**src/rtl/ahb_resp_mux_ds.sv**
```systemverilog
// AHB-Lite master-side response mux with address/data-phase pipeline.
// The address-phase select is registered, and that registered copy steers the
// chosen slave's HRDATA/HREADYOUT/HRESP back to the master in the data phase.
// A built-in default slave returns the two-cycle ERROR for unmapped or
// multi-hot decodes, and a saturating counter tracks those decode errors.

// Per-slave gate: passes the slave's response only when its data-phase select is set.
module ahb_resp_mux_ds_lane #(
  parameter int DATA_WIDTH = 32
) (
  input  logic                  i_sel,
  input  logic [DATA_WIDTH-1:0] i_rdata,
  input  logic                  i_ready,
  input  logic                  i_resp,
  output logic [DATA_WIDTH-1:0] o_rdata,
  output logic                  o_ready,
  output logic                  o_resp
);
  assign o_rdata = i_sel ? i_rdata : '0;
  assign o_ready = i_sel & i_ready;
  assign o_resp  = i_sel & i_resp;
endmodule

module ahb_resp_mux_ds #(
  parameter int NUM_SLAVES    = 2,
  parameter int DATA_WIDTH    = 32,
  parameter int ERR_CNT_WIDTH = 8
) (
  input  logic                             i_hclk,
  input  logic                             i_hresetn,
  input  logic [NUM_SLAVES-1:0]            i_hsel,
  input  logic [1:0]                       i_htrans,
  input  logic [NUM_SLAVES*DATA_WIDTH-1:0] i_shrdata,
  input  logic [NUM_SLAVES-1:0]            i_shreadyout,
  input  logic [NUM_SLAVES-1:0]            i_shresp,
  output logic [DATA_WIDTH-1:0]            o_mhrdata,
  output logic                             o_mhready,
  output logic                             o_mhresp,
  output logic [NUM_SLAVES-1:0]            o_dsel,
  output logic [ERR_CNT_WIDTH-1:0]         o_err_cnt
);

  typedef enum logic [1:0] {
    ST_IDLE = 2'd0,
    ST_SLV  = 2'd1,
    ST_ERR1 = 2'd2,
    ST_ERR2 = 2'd3
  } state_t;

  state_t                     state_q, state_d;
  logic [NUM_SLAVES-1:0]      dsel_q, dsel_d;
  logic [ERR_CNT_WIDTH-1:0]   err_cnt_q, err_cnt_d;

  logic [NUM_SLAVES-1:0][DATA_WIDTH-1:0] lane_rdata;
  logic [NUM_SLAVES-1:0]                 lane_ready;
  logic [NUM_SLAVES-1:0]                 lane_resp;
  logic [DATA_WIDTH-1:0]                 sel_rdata;
  logic                                  sel_ready;
  logic                                  sel_resp;
  logic                                  hready;
  logic                                  hsel_one_hot;

  // Only HTRANS[1] distinguishes a real transfer (NONSEQ/SEQ) from IDLE/BUSY.
  logic unused_htrans0;
  assign unused_htrans0 = i_htrans[0];

  // Exactly one bit set: non-zero and clearing the lowest set bit leaves nothing.
  assign hsel_one_hot = (i_hsel != '0) &&
                        ((i_hsel & (i_hsel - NUM_SLAVES'(1))) == '0);

  genvar k;
  generate
    for (k = 0; k < NUM_SLAVES; k++) begin : g_lane
      ahb_resp_mux_ds_lane #(.DATA_WIDTH(DATA_WIDTH)) u_lane (
        .i_sel   (dsel_q[k]),
        .i_rdata (i_shrdata[k*DATA_WIDTH +: DATA_WIDTH]),
        .i_ready (i_shreadyout[k]),
        .i_resp  (i_shresp[k]),
        .o_rdata (lane_rdata[k]),
        .o_ready (lane_ready[k]),
        .o_resp  (lane_resp[k])
      );
    end
  endgenerate

  // AND-OR reduce the gated lanes; dsel_q is one-hot in SLV so at most one contributes.
  always_comb begin
    sel_rdata = '0;
    for (int i = 0; i < NUM_SLAVES; i++) sel_rdata = sel_rdata | lane_rdata[i];
    sel_ready = |lane_ready;
    sel_resp  = |lane_resp;
  end

  // State, data-phase select and error counter registers.
  always_ff @(posedge i_hclk or negedge i_hresetn) begin
    if (!i_hresetn) begin
      state_q   <= ST_IDLE;
      dsel_q    <= '0;
      err_cnt_q <= '0;
    end else begin
      state_q   <= state_d;
      dsel_q    <= dsel_d;
      err_cnt_q <= err_cnt_d;
    end
  end

  // Next state: capture a new address phase on any ready cycle; otherwise hold,
  // except that ERR1 always moves on to ERR2 (where the counter bumps).
  always_comb begin
    state_d   = state_q;
    dsel_d    = dsel_q;
    err_cnt_d = err_cnt_q;
    if (hready) begin
      if (hsel_one_hot) begin
        dsel_d  = i_hsel;
        state_d = i_htrans[1] ? ST_SLV : ST_IDLE;
      end else begin
        dsel_d  = '0;
        state_d = i_htrans[1] ? ST_ERR1 : ST_IDLE;
      end
    end else if (state_q == ST_ERR1) begin
      state_d = ST_ERR2;
      if (err_cnt_q != '1) err_cnt_d = err_cnt_q + ERR_CNT_WIDTH'(1);
    end
  end

  // Master-facing response, purely from state and the registered select.
  always_comb begin
    hready    = 1'b1;
    o_mhresp  = 1'b0;
    o_mhrdata = '0;
    case (state_q)
      ST_SLV: begin
        hready    = sel_ready;
        o_mhresp  = sel_resp;
        o_mhrdata = sel_rdata;
      end
      ST_ERR1: begin
        hready   = 1'b0;
        o_mhresp = 1'b1;
      end
      ST_ERR2: begin
        hready   = 1'b1;
        o_mhresp = 1'b1;
      end
      default: ;
    endcase
  end

  assign o_mhready = hready;
  assign o_dsel    = dsel_q;
  assign o_err_cnt = err_cnt_q;

endmodule

```
**config.mk**
```make
export PLATFORM = sky130hd
export DESIGN_NAME = ahb_resp_mux_ds
export DESIGN_NICKNAME = d
export VERILOG_FILES = /design/src/rtl/ahb_resp_mux_ds.sv
export SDC_FILE = /design/constraint.sdc
export NUM_CORES = 1
export LEC_CHECK = 0
export CAP_MARGIN = 20
export CORE_MARGIN = 3
export CORE_UTILIZATION = 30
export CTS_CLUSTER_SIZE = 8
export DETAILED_ROUTE_END_ITERATION = 7
export MAX_ROUTING_LAYER = met4
export PLACE_DENSITY = 0.87
export SYNTH_ARGS = -nofsm -noshare
export SYNTH_HDL_FRONTEND = slang
export SYNTH_SLANG_ARGS = --single-unit
```
**constraint.sdc**
```tcl
create_clock -name i_hclk -period 2.3 [get_ports i_hclk]
set_input_delay 0.69 -clock i_hclk [delete_from_list [all_inputs] [get_ports i_hclk]]
set_output_delay 0.69 -clock i_hclk [all_outputs]
set_load 0.05 [all_outputs]
```
==> results.cfg, run 1 <==
[floorplanning]
die_area_sq_um = 4270
die_w_microns = 65.4
fp.coreArea_sq_um = 3200
num_rows = 20
start_util_pct = 33.0
ioPinCount = 118
die_y_microns = 65.4

[yosys]
synth_warnings = 0
avgSynthCellArea_sq_um = 7.89
netlist_area_sq_um = 1060
syn_nets = 211
ys.flop_type = dfrtp_1
yosysMostFrequentCell = nor2_1
synth_seq_cells = 12
synth_top_area_share_pct = 28.4
syn_inst = 134
synth_area_leader_cell = dfrtp_1
synthTopCellsByArea = dfrtp_1 28%, a22oi_1 23%, nor2_1 13%, mux2_2 4.3%, clkbuf_1 3.9%
synth_seq_area_share_pct = 28.4
ys_types = 26
async_flop_share_pct = 100
synth_common_cells = 36 x nor2_1, 32 x a22oi_1, 12 x dfrtp_1
synth-edff-count = 0

[timing]
min_period_over_period_pct = 100
hold-worst-slack_ns = 0.548
fin_skew_ns = 0.00664
fin_ws_ns = -0.00350
worst_pin_slew_ns = 0.524
max_freq_mhz = 434
hold_viol_final = 0
finalSetupTns_ns = -0.00455
slew_violations = 0
min_period_ns = 2.30
slew_headroom_pct = 65.0
setup_viol = 2

[worst_setup_path]
cp.required_ns = 1.61
worstPathArrival_ns = 1.61
cp_slowest_cell = clkdlybuf4s50_1
crit_fanout = 1
worstReg2RegStart = state_q[1]
critPathMaxStageDelay_ns = 0.48
endpoint_kind = primary output
critical-path-top-delay-family = buffers and inverters
path_buf_inv = 2
critical_path_class = in -> out
crit_path_start_kind = input pin
r2r_setup_slack_ns = 0.58
worstPathCellList = clkdlybuf4s50_1 -> a22oi_1 -> nor2_2 -> buf_12
crit_start = i_shrdata[22]

[clocking]
ctsHtreeMaxLevel = 1
holdBufCountCts = 0
cts_max_path_buffers = 2
clock_sinks = 12
numCtsBuffers = 3
cts_tree = yes
cts-root-buf = clkbuf_4
clock_latency_ns = 0.27
cts.clk_slew.worst_paths_ns = 0.07

[final_layout]
fillers = 158
diodes = 0
drive_gt1_share_pct = 37.9
fin_cells = 292
final_area_sq_um = 2800
nNetsFinal = 326
syn2layout_area_growth_pct = 165

[route]
drc = 0
via_per_inst = 5.14
firstDrtPassIters = 4
num_vias = 1501
drt-total-wl_mm = 5.22
drt_iter0_drc = 118
post_drt_wl_per_cell_microns = 17.9
ant_nets = 0

[grt]
grt_max_degree = 36
gr-usage-all-layers_pct = 23.7
grt_overflow = 0
antenna_found_initial = 0
grt_pass1_vias = 1485
grt_pass1_wl_mm = 7.71

[outcome]
violations = setup timing
outcome = finished with violations

[power_and_ir_drop]
ir_worst_vdd_v = 0.000317
pwr_density_cell_nw_per_um2 = 181
power.leakage_nw = 1.17
p_total_w = 0.000508

[place]
dp_cells = 286
hpwlAfterDp_mm = 4.24
port-buffer-count = 116
placed_cell_area_sq_um = 2720
place_congestion = 0.838

[worst_hold_path]
worstHoldPathType = reg -> reg
worstHoldStart = o_err_cnt[5]

[flow_run]
max_cap_viol_count = 0
path summary, 6_finish.rpt:
kind | end | cells past startpoint
max | o_mhrdata[22] | 4
min | o_err_cnt[5] | 1
max reg2reg | o_dsel[0] | 6
min reg2reg | o_err_cnt[5] | 1
max in group asynchronous | o_err_cnt[1] | 1
min in group asynchronous | o_err_cnt[7] | 1
report_power, final:
part | internal (W) | leakage (nW) | switching, W
Sequential | 0.000211 | 0.163 | 0
Combinational | 0.000106 | 0.982 | 0.0000282
Clock | 0.0000962 | 0.0210 | 0.0000672
Total | 0.000413 | 1.17 | 0.0000954
kinds of logic after synthesis:
kind of cell	share of synthesized area, %
xor gates and xnor gates	1.66
adders and majority gates	3.55
muxes	7.10
buffers and inverters	7.22
AOI/OAI and AO/OA	30.2
DFF	28.4
and+or+nand+nor	21.9
registers in the layout, summed over array words and instances (netlist names):
signal and cells:
o_dsel 2, state_q 2, o_err_cnt 8
per-layer routing:
| layer | vias up | wire length (microns) | GRT usage (%) |
|---|---|---|---|
| met5 | - | 0 | - |
| met4 | 0 | 71 | 3.89 |
| met3 | 6 | 388 | 4.62 |
| met2 | 76 | 2920 | 44.2 |
| met1 | 704 | 1840 | 26.5 |
| li1 | 715 | - | - |
cells in the final DEF (no fill, tap or decap):
cell | Yosys | layout
dlymetal6s2s_1 | 0 | 4
buf_12 | 0 | 37
clkbuf_16 | 0 | 1
dlygate4sd2_1 | 0 | 4
nand2b_2 | 0 | 1
clkdlybuf4s50_1 | 0 | 72
a21oi_1 | 3 | 3
nor2_2 | 1 | 32
buf_4 | 2 | 6
nand2b_1 | 2 | 1
nand2_1 | 5 | 5
nor2b_4 | 1 | 1
clkbuf_8 | 0 | 1
nor3_1 | 3 | 3
nand4_2 | 1 | 1
o21ai_0 | 2 | 2
inv_1 | 4 | 4
mux2_2 | 4 | 4
ha_1 | 3 | 3
a22oi_1 | 32 | 28
a22o_1 | 1 | 1
a21o_1 | 1 | 1
nand4_1 | 2 | 2
nor2_1 | 36 | 5
a22oi_2 | 0 | 4
dfrtp_1 | 12 | 12
mux2_4 | 2 | 2
xor2_1 | 1 | 1
nand3_1 | 1 | 1
xnor2_1 | 1 | 1
o2111a_1 | 1 | 1
clkbuf_4 | 0 | 3
a221oi_4 | 1 | 1
repair_timing:
item	in CTS	in global routing
buffers inserted	2	0
gates cloned	0	0
endpoints found under the setup margin	2	8
pin swaps	4	3
resized for setup	4	10
metrics by stage:
| step | setup slack, ns | utilization [%] |
|---|---|---|
| 6_report | -0.00350 | 87.5 |
| 5_1_grt | -0.0351 | 87.5 |
| 4_1_cts | 0.00223 | 86.4 |
| 3_5_place_dp | -0.102 | 84.9 |
| 3_3_place_gp | -0.0769 | 84.9 |
| 2_1_floorplan | 0.137 | - |
final cells by class:
cell class / instances / area, sq um / share of cell area, %
clock buffers: 4 / 36.3 / 1.29
inverters: 4 / 15.0 / 0.535
multi-input cells: 104 / 781 / 27.8
flip-flops and latches: 12 / 300 / 10.7
well taps: 44 / 55.1 / 1.96
repair buffers: 124 / 1620 / 57.7
worst reg2reg max path, delay by kind of cell, from the launching register on:
kind	cells	cell delay, ns
buffers and inverters	2	0.28
AO/OA/AOI/OAI	1	0.26
multiplexers	1	0.29
AND/OR/NAND/NOR	2	0.39
flip-flops	1	0.40
No activity file was read; power rests on OpenSTA's default activity.
==> inputs of run 2 (changes only) <==
--- a/config.mk
+++ b/config.mk
@@ -7,11 +7,12 @@
 export LEC_CHECK = 0
 export CAP_MARGIN = 20
 export CORE_MARGIN = 3
-export CORE_UTILIZATION = 30
+export CORE_UTILIZATION = 25
 export CTS_CLUSTER_SIZE = 8
 export DETAILED_ROUTE_END_ITERATION = 7
 export MAX_ROUTING_LAYER = met4
-export PLACE_DENSITY = 0.87
+export PLACE_DENSITY = 0.77
 export SYNTH_ARGS = -nofsm -noshare
 export SYNTH_HDL_FRONTEND = slang
 export SYNTH_SLANG_ARGS = --single-unit
+export TNS_END_PERCENT = 30
==> constraint.sdc (replaced) <==
create_clock -name i_hclk -period 2.04 [get_ports i_hclk]
set_input_delay 0.612 -clock i_hclk [delete_from_list [all_inputs] [get_ports i_hclk]]
set_output_delay 0.612 -clock i_hclk [all_outputs]
set_load 0.05 [all_outputs]
==> run 2 against run 1 <==
Against the previous run:
- the run still ends with setup timing left
- clock-buffer cell count unchanged
- power increased by 27%
- register-to-register slack worse by 0.25 ns
- non-clock buffer count up 7
- largest power group is now the clock network
==> results.cfg, run 2 (same netlist as run 1, synthesis figures left out) <==
[outcome]
outcome = finished with violations
violations = setup timing

[route]
drt_iter0_drc = 68
post_drt_wl_per_cell_microns = 17.4
ant_nets = 0
via_per_inst = 5.07
num_vias = 1545
firstDrtPassIters = 4
drt-total-wl_mm = 5.32
drc = 0

[grt]
grt_max_degree = 36
grt_pass1_wl_mm = 7.44
gr-usage-all-layers_pct = 18.7
grt_pass1_vias = 1466
antenna_found_initial = 0
grt_overflow = 0

[worst_setup_path]
cp.required_ns = 1.43
crit_fanout = 1
critical_path_class = in -> out
rr_worst_depth = 6
worstPathArrival_ns = 1.50
endpoint_kind = primary output
crit_path_start_kind = input pin

[final_layout]
utilization_pct = 75.3
syn2layout_area_growth_pct = 187
mostFrequentLayoutCell = buf_12
largest_reg_flops = 8
final_area_sq_um = 3030
drive_gt1_share_pct = 50.6
nNetsFinal = 333
diodes = 0
mostFrequentLayoutCells = 40 x buf_12, 34 x clkdlybuf4s50_1, 29 x nor2_2

[timing]
worst_pin_slew_ns = 0.534
hold_viol_final = 0
min_period_ns = 2.11
min_period_over_period_pct = 104
fin_skew_ns = 0.00238
fin_ws_ns = -0.0745
setup_viol = 15
slew_violations = 0
max_freq_mhz = 473
slew_headroom_pct = 64.3
rsz0062_at_grt = true

[clocking]
cts-root-buf = clkbuf_8
numCtsBuffers = 3
clock_sinks = 12
cts_tree = yes
cts_max_path_buffers = 2
holdBufCountCts = 0
ctsHtreeMaxLevel = 1
cts.clk_slew.worst_paths_ns = 0.05
clock_latency_ns = 0.24

[floorplanning]
die_w_microns = 71.0
fp.coreArea_sq_um = 4030
start_util_pct = 26.2
die_area_sq_um = 5050
ioPinCount = 118
die_y_microns = 71.0
num_rows = 23

[power_and_ir_drop]
cellInternalPower_w = 0.000514
p_sw_w = 0.000134
power.leakage_nw = 1.36
power_frac_comb_pct = 22.3
pwr-share-clk_pct = 41.0
p_seq_share_pct = 36.8
p_total_w = 0.000648
swShare_pct = 20.6
pwr_density_cell_nw_per_um2 = 214
ir_worst_vdd_v = 0.000565

[place]
hpwlAfterDp_mm = 3.75
place_congestion = 0.807
placed_cell_area_sq_um = 2740
port-buffer-count = 116

[worst_hold_path]
worstHoldPathType = reg -> reg
whs_path_depth = 1

[flow_run]
max_cap_viol_count = 0
==> run 2: cell count changes in the layout (fill, tap and decap cells not counted), sizes merged <==
cell | previous run | this run
clkdlybuf4s50 | 72 | 34
buf | 43 | 58
dlygate4sd2 | 4 | 19
dlymetal6s2s | 4 | 18
clkdlybuf4s15 | 0 | 1
==> run 2: path summary, 6_finish.rpt <==
path | start | slack [ns] | end
worst max-delay path | i_shrdata[42] | -0.07 | o_mhrdata[10]
worst min-delay path | o_err_cnt[5] | 0.54 | o_err_cnt[5]
worst max register to register | o_dsel[0] | 0.33 | o_dsel[0]
worst min register to register | o_err_cnt[5] | 0.54 | o_err_cnt[5]
max in group asynchronous | i_hresetn | 0.93 | o_dsel[0]
min in group asynchronous | i_hresetn | 0.72 | o_err_cnt[6]
==> run 2: worst max-delay path: stages <==
cell and delay, ns:
clkdlybuf4s50_1 0.45, a22oi_2 0.22, nor2_4 0.06, buf_12 0.15
==> run 2: metal layers <==
metal,share of wire [%],track usage [%],wire (microns)
met1,39,21.5,2060
met2,54,34.2,2860
met3,6.0,2.56,320
met4,1.6,4.38,84
met5,0,-,0
==> run 2: repair_timing <==
item | in CTS | in global routing
gates cloned | 0 | 1
endpoints found under the setup margin | 34 | 30
buffers inserted | 1 | 7
pin swaps | 14 | 11
resized for setup | 29 | 37
==> run 2: power groups by stage <==
stage / Sequential [W] / Clock, W / Combinational (W)
2_1_floorplan: 0.000242 / 0 / 0.00000511
3_3_place_gp: 0.000242 / 0 / 0.000149
3_5_place_dp: 0.000242 / 0 / 0.000152
4_1_cts: 0.000238 / 0.000269 / 0.000142
5_1_grt: 0.000238 / 0.000281 / 0.000152
6_report: 0.000238 / 0.000265 / 0.000144
==> run 2: area by class of cell <==
cell class / instances / area [sq um]
Clock buffer: 4 / 55.1
Fill cell: 266 / 995
Inverter: 4 / 15.0
Multi-Input combinational cell: 104 / 893
Sequential cell: 12 / 302
Tap cell: 50 / 62.6
Timing Repair Buffer: 131 / 1710
==> run 2: through the flow <==
stage                     TNS, ns  setup slack (ns)  instances  hold slack, ns
final                      -0.459           -0.0745        305           0.538
after CTS                  -0.663           -0.0470        297           0.547
after global routing       -0.944           -0.0985        305           0.574
after global placement      -1.22            -0.203        292           0.526
after detailed placement    -1.75            -0.207        292           0.539
after floorplan             -1.22           -0.0453        134           0.316
==> inputs of run 3 (changes only) <==
--- a/config.mk
+++ b/config.mk
@@ -10,7 +10,6 @@
 export CORE_UTILIZATION = 25
 export CTS_CLUSTER_SIZE = 8
 export DETAILED_ROUTE_END_ITERATION = 7
-export MAX_ROUTING_LAYER = met4
 export PLACE_DENSITY = 0.77
 export SYNTH_ARGS = -nofsm -noshare
 export SYNTH_HDL_FRONTEND = slang
==> run 3 against run 2 <==
Against the previous run:
- the flow still finishes with violations (setup timing)
- first-iteration DRC count rose by 7.4%
- design area unchanged
- flip-flop and latch count is the same
- critical path depth unchanged
- die area did not move
- sequential power about the same
- global-route usage down 0.54 points
- sequential share of layout area unchanged
- clock skew grew 0.00053 ns
- fmax is 0.11% lower
- combinational power hardly changed
- critical path type unchanged
- critical endpoint unchanged
- highest routed layer unchanged
==> results.cfg, run 3 (same netlist as run 1, synthesis figures left out) <==
[outcome]
outcome = finished with violations
violations = setup timing

[worst_setup_path]
cp.required_ns = 1.43
endpoint_kind = primary output
critical-path-top-delay-family = buffers and inverters
critical_path_class = in -> out
worstPathArrival_ns = 1.50
crit_path_start_kind = input pin
worstPathCellList = clkdlybuf4s50_1 -> a22oi_2 -> nor2_4 -> buf_12
cp_slowest_cell = clkdlybuf4s50_1
path_buf_inv = 2
critPathMaxStageDelay_ns = 0.45
crit_fanout = 1

[clocking]
cts_max_path_buffers = 2
cts_tree = yes
holdBufCountCts = 0
clock_latency_ns = 0.24
clock_sinks = 12
ctsHtreeMaxLevel = 1
numCtsBuffers = 3
cts.clk_slew.worst_paths_ns = 0.05
cts-root-buf = clkbuf_8

[floorplanning]
num_rows = 23
ioPinCount = 118
die_w_microns = 71.0
start_util_pct = 26.2
die_y_microns = 71.0
fp.coreArea_sq_um = 4030
die_area_sq_um = 5050

[grt]
grt_max_degree = 36
grt_overflow = 0
grt_pass1_vias = 1464
gr-usage-all-layers_pct = 18.2
antenna_found_initial = 0
grt_pass1_wl_mm = 7.43

[place]
port-buffer-count = 116
placement.setup.worst_slack_ns = -0.207
place_congestion = 0.795
hpwlAfterDp_mm = 3.75
dp_cells = 292

[timing]
slew_headroom_pct = 64.2
fin_ws_ns = -0.0768
max_freq_mhz = 472
worst_pin_slew_ns = 0.535
min_period_over_period_pct = 104
hold_viol_final = 0
setup_viol = 15
finalSetupTns_ns = -0.471
min_period_ns = 2.12
slew_violations = 0
fin_skew_ns = 0.00291
rsz0062_at_grt = true

[final_layout]
mostFrequentLayoutCell = buf_12
syn2layout_area_growth_pct = 187
diodes = 0
mostFrequentLayoutCells = 40 x buf_12, 34 x clkdlybuf4s50_1, 29 x nor2_2
fin_cells = 305
largest_reg_flops = 8
drive_gt1_share_pct = 50.6
fillers = 266
nNetsFinal = 333

[worst_hold_path]
worstHoldPathType = reg -> reg

[flow_run]
max_cap_viol_count = 0

[route]
via_per_inst = 5.09
firstDrtPassIters = 4
drt-total-wl_mm = 5.32
drc = 0
post_drt_wl_per_cell_microns = 17.4
ant_nets = 0
drt_iter0_drc = 73
num_vias = 1553

[power_and_ir_drop]
ir_worst_vdd_v = 0.000567
pwr_density_cell_nw_per_um2 = 214
power.leakage_nw = 1.36
==> run 3: cell counts in the layout (fill, tap and decap cells not counted) <==
Identical to the previous run, type by type.
==> run 3: power by group <==
part	internal [W]	switching (W)	leakage [nW]
combinational	0.000105	0.0000391	1.17
sequential	0.000238	0	0.161
clock	0.000171	0.0000950	0.0288
total	0.000514	0.000134	1.36
==> run 3: cell type report <==
cell class,count,area [sq um],share of cell area [%]
clock buffers,4,55.1,1.81
inverters,4,15.0,0.495
multi-input cells,104,893,29.4
flip-flops and latches,12,302,9.94
well taps,50,62.6,2.06
repair buffers,131,1710,56.2
==> run 3: path summary, 6_finish.rpt <==
kind                       slack, ns            end  cells after the start     startpoint
setup / recovery               -0.08  o_mhrdata[10]                      4  i_shrdata[42]
hold / removal                  0.54   o_err_cnt[5]                      1   o_err_cnt[5]
setup reg to reg                0.33      o_dsel[0]                      6      o_dsel[0]
hold reg to reg                 0.54   o_err_cnt[5]                      1   o_err_cnt[5]
max in group asynchronous       0.93      o_dsel[0]                      1      i_hresetn
min in group asynchronous       0.72   o_err_cnt[6]                      1      i_hresetn
==> run 3: per-layer routing <==
metal  part of all wire, %  GRT usage, %  up-vias
met5                     0             0        -
met4                   1.3          4.38        0
met3                   6.2          2.84        8
met2                    54          34.4       89
met1                    38          21.1      730
li1                      -             -      726
==> run 3: through the flow <==
stage	power [W]	instance area, sq um	hold WS (ns)	utilization [%]
after floorplan	0.000248	1150	0.316	-
after global placement	0.000391	2740	0.526	67.9
after detailed placement	0.000394	2740	0.539	67.9
after CTS	0.000649	2810	0.547	69.8
after global routing	0.000671	3030	0.563	75.3
final	0.000648	3030	0.543	75.3
==> run 3: repair_timing <==
action,4_1_cts,5_1_grt
gates resized for setup,29,37
setup endpoints to repair,34,30
setup buffers,1,7
pin swaps,14,11
gates cloned,0,1
